==> config.mk <==
export PLATFORM = sky130hd
export DESIGN_NAME = level_histogram
export DESIGN_NICKNAME = d
export VERILOG_FILES = /design/src/rtl/level_histogram.sv
export SDC_FILE = /design/constraint.sdc
export NUM_CORES = 2
export LEC_CHECK = 0
export ABC_AREA = 0
export BUFFER_PORTS_ARGS = -buffer_cell sky130_fd_sc_hd__buf_2
export CORE_ASPECT_RATIO = 1.4
export CORE_MARGIN = 8
export CORE_UTILIZATION = 50
export CTS_CLUSTER_SIZE = 25
export DETAILED_ROUTE_END_ITERATION = 8
export PLACE_DENSITY = 0.65
export RECOVER_POWER = 50
export SLEW_MARGIN = 20
export SYNTH_ARGS = -nofsm -noshare
export SYNTH_HDL_FRONTEND = slang
export SYNTH_SLANG_ARGS = --single-unit
==> constraint.sdc <==
create_clock -name clock -period 9.85 [get_ports clock]
set_input_delay 0.985 -clock clock [delete_from_list [all_inputs] [get_ports clock]]
set_output_delay 0.985 -clock clock [all_outputs]
set_load 0.01 [all_outputs]
==> src/rtl/level_histogram.sv <==
// level_histogram: magnitude histogram of a signed sample stream.
// Samples are binned against programmable ascending thresholds over a window
// of enabled cycles. At window end the bins are scanned in order and the
// most-populated bin (lowest index on ties) is reported with its count.
module level_histogram #(
  parameter int SAMPLE_W = 32,
  parameter int NUM_BINS = 10,
  parameter int BIN_W    = 4,
  parameter int CNT_W    = 32,
  parameter int WINDOW   = 25000000
) (
  input  logic                                   clock,
  input  logic                                   reset,
  input  logic                                   enable,
  input  logic                                   sample_valid,
  input  logic signed [SAMPLE_W-1:0]             sample,
  input  logic [(NUM_BINS-1)*(SAMPLE_W-1)-1:0]   thresholds,
  output logic [BIN_W-1:0]                       main_bin,
  output logic [CNT_W-1:0]                       peak_count,
  output logic                                   result_valid,
  output logic                                   busy
);

  localparam int MAG_W = SAMPLE_W - 1;
  localparam int THR_W = (NUM_BINS - 1) * MAG_W;
  localparam int WIN_W = (WINDOW > 2) ? $clog2(WINDOW) : 1;
  localparam logic [WIN_W-1:0] WIN_LAST = WIN_W'(WINDOW - 1);
  localparam logic [BIN_W-1:0] LAST_BIN = BIN_W'(NUM_BINS - 1);
  localparam logic signed [SAMPLE_W-1:0] S_MIN = {1'b1, {MAG_W{1'b0}}};

  typedef enum logic [1:0] {ACCUM, DRAIN, SCAN, REPORT} state_t;

  // Absolute value; the most negative code has no positive twin and clips.
  function automatic logic [MAG_W-1:0] sat_mag(input logic signed [SAMPLE_W-1:0] s);
    logic signed [SAMPLE_W-1:0] neg;
    neg = -s;
    if (!s[SAMPLE_W-1]) return s[MAG_W-1:0];
    if (s == S_MIN)     return {MAG_W{1'b1}};
    return neg[MAG_W-1:0];
  endfunction

  // With ascending thresholds the bin index equals the number of thresholds
  // that are <= the magnitude, so a threshold value lands in the upper bin.
  function automatic logic [BIN_W-1:0] pick_bin(input logic [MAG_W-1:0] m,
                                                input logic [THR_W-1:0] thr);
    logic [BIN_W-1:0] b;
    b = '0;
    for (int k = 0; k < NUM_BINS - 1; k++) begin
      if (m >= thr[k*MAG_W +: MAG_W]) b = b + BIN_W'(1);
    end
    return b;
  endfunction

  // Counter increment that sticks at all-ones.
  function automatic logic [CNT_W-1:0] sat_inc(input logic [CNT_W-1:0] c);
    return (&c) ? c : c + CNT_W'(1);
  endfunction

  state_t             state_q;
  logic [WIN_W-1:0]   win_q;
  logic               drain_q;
  logic [BIN_W-1:0]   idx_q;
  logic [BIN_W-1:0]   best_bin_q;
  logic [CNT_W-1:0]   best_cnt_q;
  logic [THR_W-1:0]   thr_q;
  logic [CNT_W-1:0]   bins_q [NUM_BINS];

  logic               vld_p0, vld_p1;
  logic [MAG_W-1:0]   mag_p0;
  logic [BIN_W-1:0]   bin_p1;

  logic               accept;
  logic [CNT_W-1:0]   scan_cnt;
  logic               take;
  logic [BIN_W-1:0]   best_bin_d;
  logic [CNT_W-1:0]   best_cnt_d;

  assign accept     = (state_q == ACCUM) && enable && sample_valid;
  assign busy       = (state_q != ACCUM);
  assign scan_cnt   = bins_q[idx_q];
  assign take       = (scan_cnt > best_cnt_q);
  assign best_bin_d = take ? idx_q : best_bin_q;
  assign best_cnt_d = take ? scan_cnt : best_cnt_q;

  // Pipeline valids: bubbles move every cycle, independent of enable.
  always_ff @(posedge clock) begin
    if (reset) begin
      vld_p0 <= 1'b0;
      vld_p1 <= 1'b0;
    end else begin
      vld_p0 <= accept;
      vld_p1 <= vld_p0;
    end
  end

  // Datapath stages: p0 magnitude, p1 bin select against shadow thresholds.
  always_ff @(posedge clock) begin
    mag_p0 <= sat_mag(sample);
    bin_p1 <= pick_bin(mag_p0, thr_q);
  end

  // Third stage: bump the selected bin; cleared on leaving REPORT.
  always_ff @(posedge clock) begin
    if (reset || state_q == REPORT) begin
      for (int k = 0; k < NUM_BINS; k++) bins_q[k] <= '0;
    end else if (vld_p1) begin
      bins_q[bin_p1] <= sat_inc(bins_q[bin_p1]);
    end
  end

  // Window FSM: ACCUM -> DRAIN(2) -> SCAN(NUM_BINS) -> REPORT(1) -> ACCUM.
  always_ff @(posedge clock) begin
    if (reset) begin
      state_q      <= ACCUM;
      win_q        <= '0;
      drain_q      <= 1'b0;
      idx_q        <= '0;
      best_bin_q   <= '0;
      best_cnt_q   <= '0;
      thr_q        <= thresholds;
      main_bin     <= '0;
      peak_count   <= '0;
      result_valid <= 1'b0;
    end else begin
      result_valid <= 1'b0;
      case (state_q)
        ACCUM: begin
          if (enable) begin
            if (win_q == WIN_LAST) begin
              state_q <= DRAIN;
              drain_q <= 1'b0;
            end else begin
              win_q <= win_q + WIN_W'(1);
            end
          end
        end
        DRAIN: begin
          if (drain_q) begin
            state_q    <= SCAN;
            idx_q      <= '0;
            best_bin_q <= '0;
            best_cnt_q <= '0;
          end else begin
            drain_q <= 1'b1;
          end
        end
        SCAN: begin
          best_bin_q <= best_bin_d;
          best_cnt_q <= best_cnt_d;
          if (idx_q == LAST_BIN) begin
            main_bin     <= best_bin_d;
            peak_count   <= best_cnt_d;
            result_valid <= 1'b1;
            state_q      <= REPORT;
          end else begin
            idx_q <= idx_q + BIN_W'(1);
          end
        end
        REPORT: begin
          win_q   <= '0;
          thr_q   <= thresholds;
          state_q <= ACCUM;
        end
        default: state_q <= ACCUM;
      endcase
    end
  end

endmodule
Word level (Yosys, flattened, before mapping)
Memories as Yosys holds them, arrays and structs flattened. A register that Yosys moved wholly into a read port is not among the register bits.
Cells that the tools add are included.
- bits in registers: 421
- memories kept: 1
- logic and storage cells: 116
- input bits: 315
- memory bits (writable): 320
- output and inout bits: 38
- memories (name ; words ; width ; read ports ; clocked after memory_dff ; write ports ; line ; RTL):
    bins_q ; 10 ; 32 ; 2 ; 2 ; 10 ; 66 ; logic [CNT_W-1:0] bins_q [NUM_BINS];
- $lt $le $gt $ge: 10
- muxes and demuxes: 48
- bitwise gates (word level): 1
- eq/ne operators: 12
- reduce and logical (&&, ||, !) cells: 18
- add/subtract/negate cells: 12
- operators by type and width (operator ; number):
    279-bit two-way mux ; 2
    31-bit greater-or-equal comparator ; 9
    32-bit two-way mux ; 4
    31-bit two-way mux ; 4
    32-bit case mux with 2 select lines ; 1
    4-bit two-way mux ; 14
    25-bit two-way mux ; 2
    25-bit case mux with 2 select lines ; 1
    4-bit by 1-bit adder with 4-bit output (second input constant) ; 9
    32-bit by 1-bit adder with 32-bit output (second input constant) ; 1
    32-bit equality test (second input constant) ; 1
    32-bit greater-than comparator ; 1
    32-bit AND reduction ; 1
    32-bit OR reduction ; 1
    31-bit negator ; 1
    25-bit by 1-bit adder with 25-bit output (second input constant) ; 1
    25-bit equality test (second input constant) ; 1
    4-bit case mux with 2 select lines ; 2
    1-bit two-way mux ; 12
    2-bit inequality test (second input constant) ; 5
    2-bit nonzero test ; 5
    3-bit AND reduction ; 3
    2-bit two-way mux ; 4
    2-bit case mux with 4 select lines ; 1
    other kinds (12) ; 15

Logic depth before layout (Yosys ltp)
- word-level depth: 18
- gate-level depth with buffers: 27
- mapped depth without buffers: 27

Worst setup path after synthesis
OpenSTA, ideal clock, no wires.
- kind: input to register
- from: input port reset
- to: register thr_q[0], enable pin
- path slack: 2616 ps
- required time: 9222 ps
- setup time: 628 ps
- stages: 3
- path buffers: 1
- data arrival time: 6606 ps
- path through: nor2_1 clkbuf_1 inv_1
- longest elaborated chain between the ends: 1
- ends and longest elaborated chain (what ; line ; RTL):
    from (decl) ; 13 ; input logic reset,
    2-bit nonzero test (no source line) ; - ;
    to (signal assigned) ; 120 ; thr_q <= thresholds;
    to (signal assigned) ; 161 ; thr_q <= thresholds;
    to (decl) ; 65 ; logic [THR_W-1:0] thr_q;
Every way passes these cells.
A chain may end at the register's enable or synchronous reset.

Worst setup path after layout
- from: input port reset
- to: register thr_q[36], enable pin
Same word-level chain as after synthesis.

==> key figures <==
Power and ir drop
  – Peak supply drop: 154 uV
  – Clk pwr share: 0.322
  – PwrDens: 200 nW/um^2
  – Sequential power share: 0.434
  – Comb pwr share: 0.244
  – Power Internal: 7.58 mW
  – NetSw: approximately 3.2 mW
  – Final Power: around 11 mW
  – Leakage: 20.4 nW
  – Net Sw Frac: 0.299

Route
  – Drt drc: 0
  – DR iter-0 viols: between 2000 and 2500
  – Drt via density: 5.99
  – Pre-antenna DRT Iters: 6
  – WL/cell: 26.2 um
  – ANT nets after route: 0
  – DR vias: 31230
  – Post-Route WL: 137 mm

Placed design
  – # port buffers: 352
  – GPL Wtd Cong: 0.892
  – DPL Wire Length: 93.7 mm
  – Cells after DPL: slightly above 5000

Outcome
  – Status: finished with violations
  – Failing checks: max-capacitance violations, max-slew violations

Synth
  – Post-synth top area cell: edfxtp_1
  – Synth Area per Inst: 13.6 um^2
  – Main flop type after synthesis: edfxtp_1
  – Area share of the largest cell type after synthesis: 0.493
  – Synth top area cells: edfxtp_1, mux4_2, ha_1
  – Sequential area share after synthesis: 0.554
  – Synth Instances: 3546
  – Cell variety after synth: between 70 and 80
  – Cell Area, Synth: 48100 um^2
  – Post-Syn Nets: approximately 4200
  – YS warnings: 0
  – FF+latch count, synth: 937
  – Post-synth EDFFs: approximately 790
  – Async set-or-reset flop fraction in the synthesized netlist: 0

CTS
  – Clk root buf: clkbuf_16
  – CTS tree: done
  – Clock sink total: 937
  – Clk Latency, worst-skew pair: 0.68 ns
  – Post-cts repair resize count: 0
  – Worst-path clk slew: 0.06 ns
  – Largest buffer count on any clock path: 3
  – CTS Hold Bufs: 0
  – Postcts setup bufs: 0
  – Total CTS buffers: 92
  – H-tree level count: 3

Timing
  – Slew @ Worst Pin: roughly 4.5 ns
  – Slew Limit Fails: 647
  – Tmin final: 7.77 ns
  – Setup TNS: 0 ns
  – Final hold slack: 0.455 ns
  – Final Hold Viols: 0
  – Fmax: 129 MHz
  – Final setup vio count: 0
  – Clk_skew: 0.0364 ns
  – Unrepaired setup endpoints after global routing: false
  – Max_slew headroom: -2.04
  – Period utilisation layout: 0.789

GRT
  – Number of global-route vias before repair: 32296
  – Grt met1 use: 0.303
  – GRT Resource Usage Total: 0.255
  – GRT Residual Overflow: 0
  – Global-route wire length before repair: 203 mm
  – Initial antenna violation count: 9
  – Met3 usage: 0.0415
  – Largest net degree at the start of global routing: 102
  – Met2 usage: 0.450
  – Most used routing layer: met2

Critical path
  – CP max FO: approximately 100
  – Required time of the critical path: 10.19 ns
  – Worst path arrival time: 8.12 ns
  – Setup CP Type: input pin to flop
  – R2r worst-path depth: 6
  – Crit-path max cell delay: 3.36 ns
  – CP cell instances: clkbuf_1 > nor2_1 > buf_4 > clkinvlp_2 > clkbuf_2 > buf_4
  – FF-to-FF End: thr_q[36]
  – CP Capture Type: flop
  – Startpoint types: input pin
  – R2r startpoint: state_q[0]
  – Most common cell on crit path: buf_4
  – Reg-to-reg slack, setup: 2.54 ns
  – Slowest CP cell: clkinvlp_2

Final layout
  – Layout Cells excl Fill: about 5200
  – Filler instances: 7790
  – Share of post-route cells with drive strength above 1: 0.202
  – Total Nets Final: 4553
  – P&R area growth vs syn: 12.5%

Min path
  – Worst hold path type: flop to flop
  – Hold endpoint: vld_p1
  – Min-Delay Startpoint: vld_p0
  – Hold Path Depth: 1

Floorplan
  – Row cnt: 134
  – Die width: 278 um
  – Die height: approximately 380 um
  – Starting Density: 0.505
  – Core area: about 95000 um^2
  – Ports: 353
  – Die area: between 100000 and 150000 um^2

Job
  – MaxCap Viol Count: 19
## worst max-delay path: cells and delay by family
family        cells  cell delay [ns]
buf+inv           5             6.66
simple gates      1             0.26
## sequential cells by signal, indices dropped and copies added (netlist names), 4 cells and up, named ones only
name and flops:
best_bin_q 4, win_q 25, mag_p0 31, bins_q 512, main_bin 4, bin_p1 4, best_cnt_q 32, idx_q 4
peak_count 32, thr_q 279
## synth_stat cells (15+ instances only)
| library cell | count |
|---|---|
| nor2b_1 | 21 |
| a21oi_1 | 120 |
| mux2i_1 | 48 |
| xnor2_1 | 26 |
| a211oi_1 | 53 |
| inv_1 | 340 |
| nand2_1 | 164 |
| buf_1 | 23 |
| o31ai_1 | 16 |
| edfxtp_1 | 791 |
| a2bb2oi_1 | 35 |
| nor3_1 | 27 |
| nor2_1 | 489 |
| nand4_1 | 58 |
| clkbuf_1 | 93 |
| or3_1 | 15 |
| a21o_1 | 37 |
| xor2_1 | 59 |
| o21ai_0 | 71 |
| dfxtp_1 | 146 |
| mux4_2 | 315 |
| ha_1 | 328 |
| nand3_1 | 60 |
## layer usage
layer / share of wire / wire length, um / vias up
met2: 0.51 / 69700 / 1244
met3: 0.076 / 10400 / 312
li1: - / - / 14079
met4: 0.049 / 6660 / 6
met5: 0.00020 / 28 / -
met1: 0.37 / 50000 / 15589
## power by group through the flow
stage / Sequential [mW] / Combinational (mW) / Clock, mW
2_1_floorplan: 4.61 / 2.09 / 0
3_3_place_gp: 4.77 / 2.61 / 0
3_5_place_dp: 4.77 / 2.64 / 0
4_1_cts: 4.69 / 2.65 / 3.54
5_1_grt: 4.72 / 2.88 / 3.68
6_report: 4.69 / 2.64 / 3.49
## final cells by class
cell class              count  area (um^2)  share of cell area
repair buffers            417         2090              0.0386
flip-flops and latches    937        26700               0.493
diodes                      6         15.0            0.000277
multi-input cells        2122        19600               0.362
clock buffers             123         2590              0.0478
clock inverters            47          374             0.00691
inverters                 340         1280              0.0236
well taps                1224         1530              0.0283
## layout by cell type, fill, tap and decap left out, drive strengths merged, types with 11 or more instances in the layout
| cell type | count |
|---|---|
| a21oi | 121 |
| nand3 | 61 |
| mux2 | 12 |
| mux4 | 315 |
| o31ai | 16 |
| and4 | 11 |
| nand2 | 164 |
| clkinv | 29 |
| nor2 | 489 |
| edfxtp | 791 |
| a2bb2oi | 35 |
| nor4 | 12 |
| ha | 328 |
| nor3 | 30 |
| o21ai | 75 |
| nand4 | 58 |
| a21o | 37 |
| nor2b | 21 |
| inv | 346 |
| xor2 | 63 |
| dfxtp | 146 |
| buf | 291 |
| a211oi | 53 |
| mux2i | 48 |
| xnor2 | 32 |
| nand2b | 14 |
| clkbuf | 249 |
| or3 | 15 |
## through the flow
step | util | area, um^2 | worst slack (ns)
CTS | 0.570 | 54300 | 3.35
floorplan | - | 48100 | 2.62
detailed placement | 0.539 | 51400 | 3.38
global route | 0.567 | 54100 | 1.51
finish | 0.568 | 54100 | 2.08
global placement | 0.539 | 51400 | 3.60
## worst max-delay path by stage
stage                    start          to
CTS                 mag_p0[28]   bin_p1[1]
global route             reset  thr_q[107]
finish                   reset   thr_q[36]
floorplan                reset    thr_q[0]
detailed placement  mag_p0[28]   bin_p1[1]
global placement    mag_p0[28]   bin_p1[1]
## logic make-up after synthesis
kind of cell	synth area share
AO/OA/AOI/OAI	0.0542
XOR/XNOR	0.0198
adder cells (fa/ha/maj)	0.0852
buffers and inverters	0.0406
flip-flops	0.554
multiplexers	0.160
AND/OR/NAND/NOR	0.0859
No activity file was read; power rests on OpenSTA's default activity.
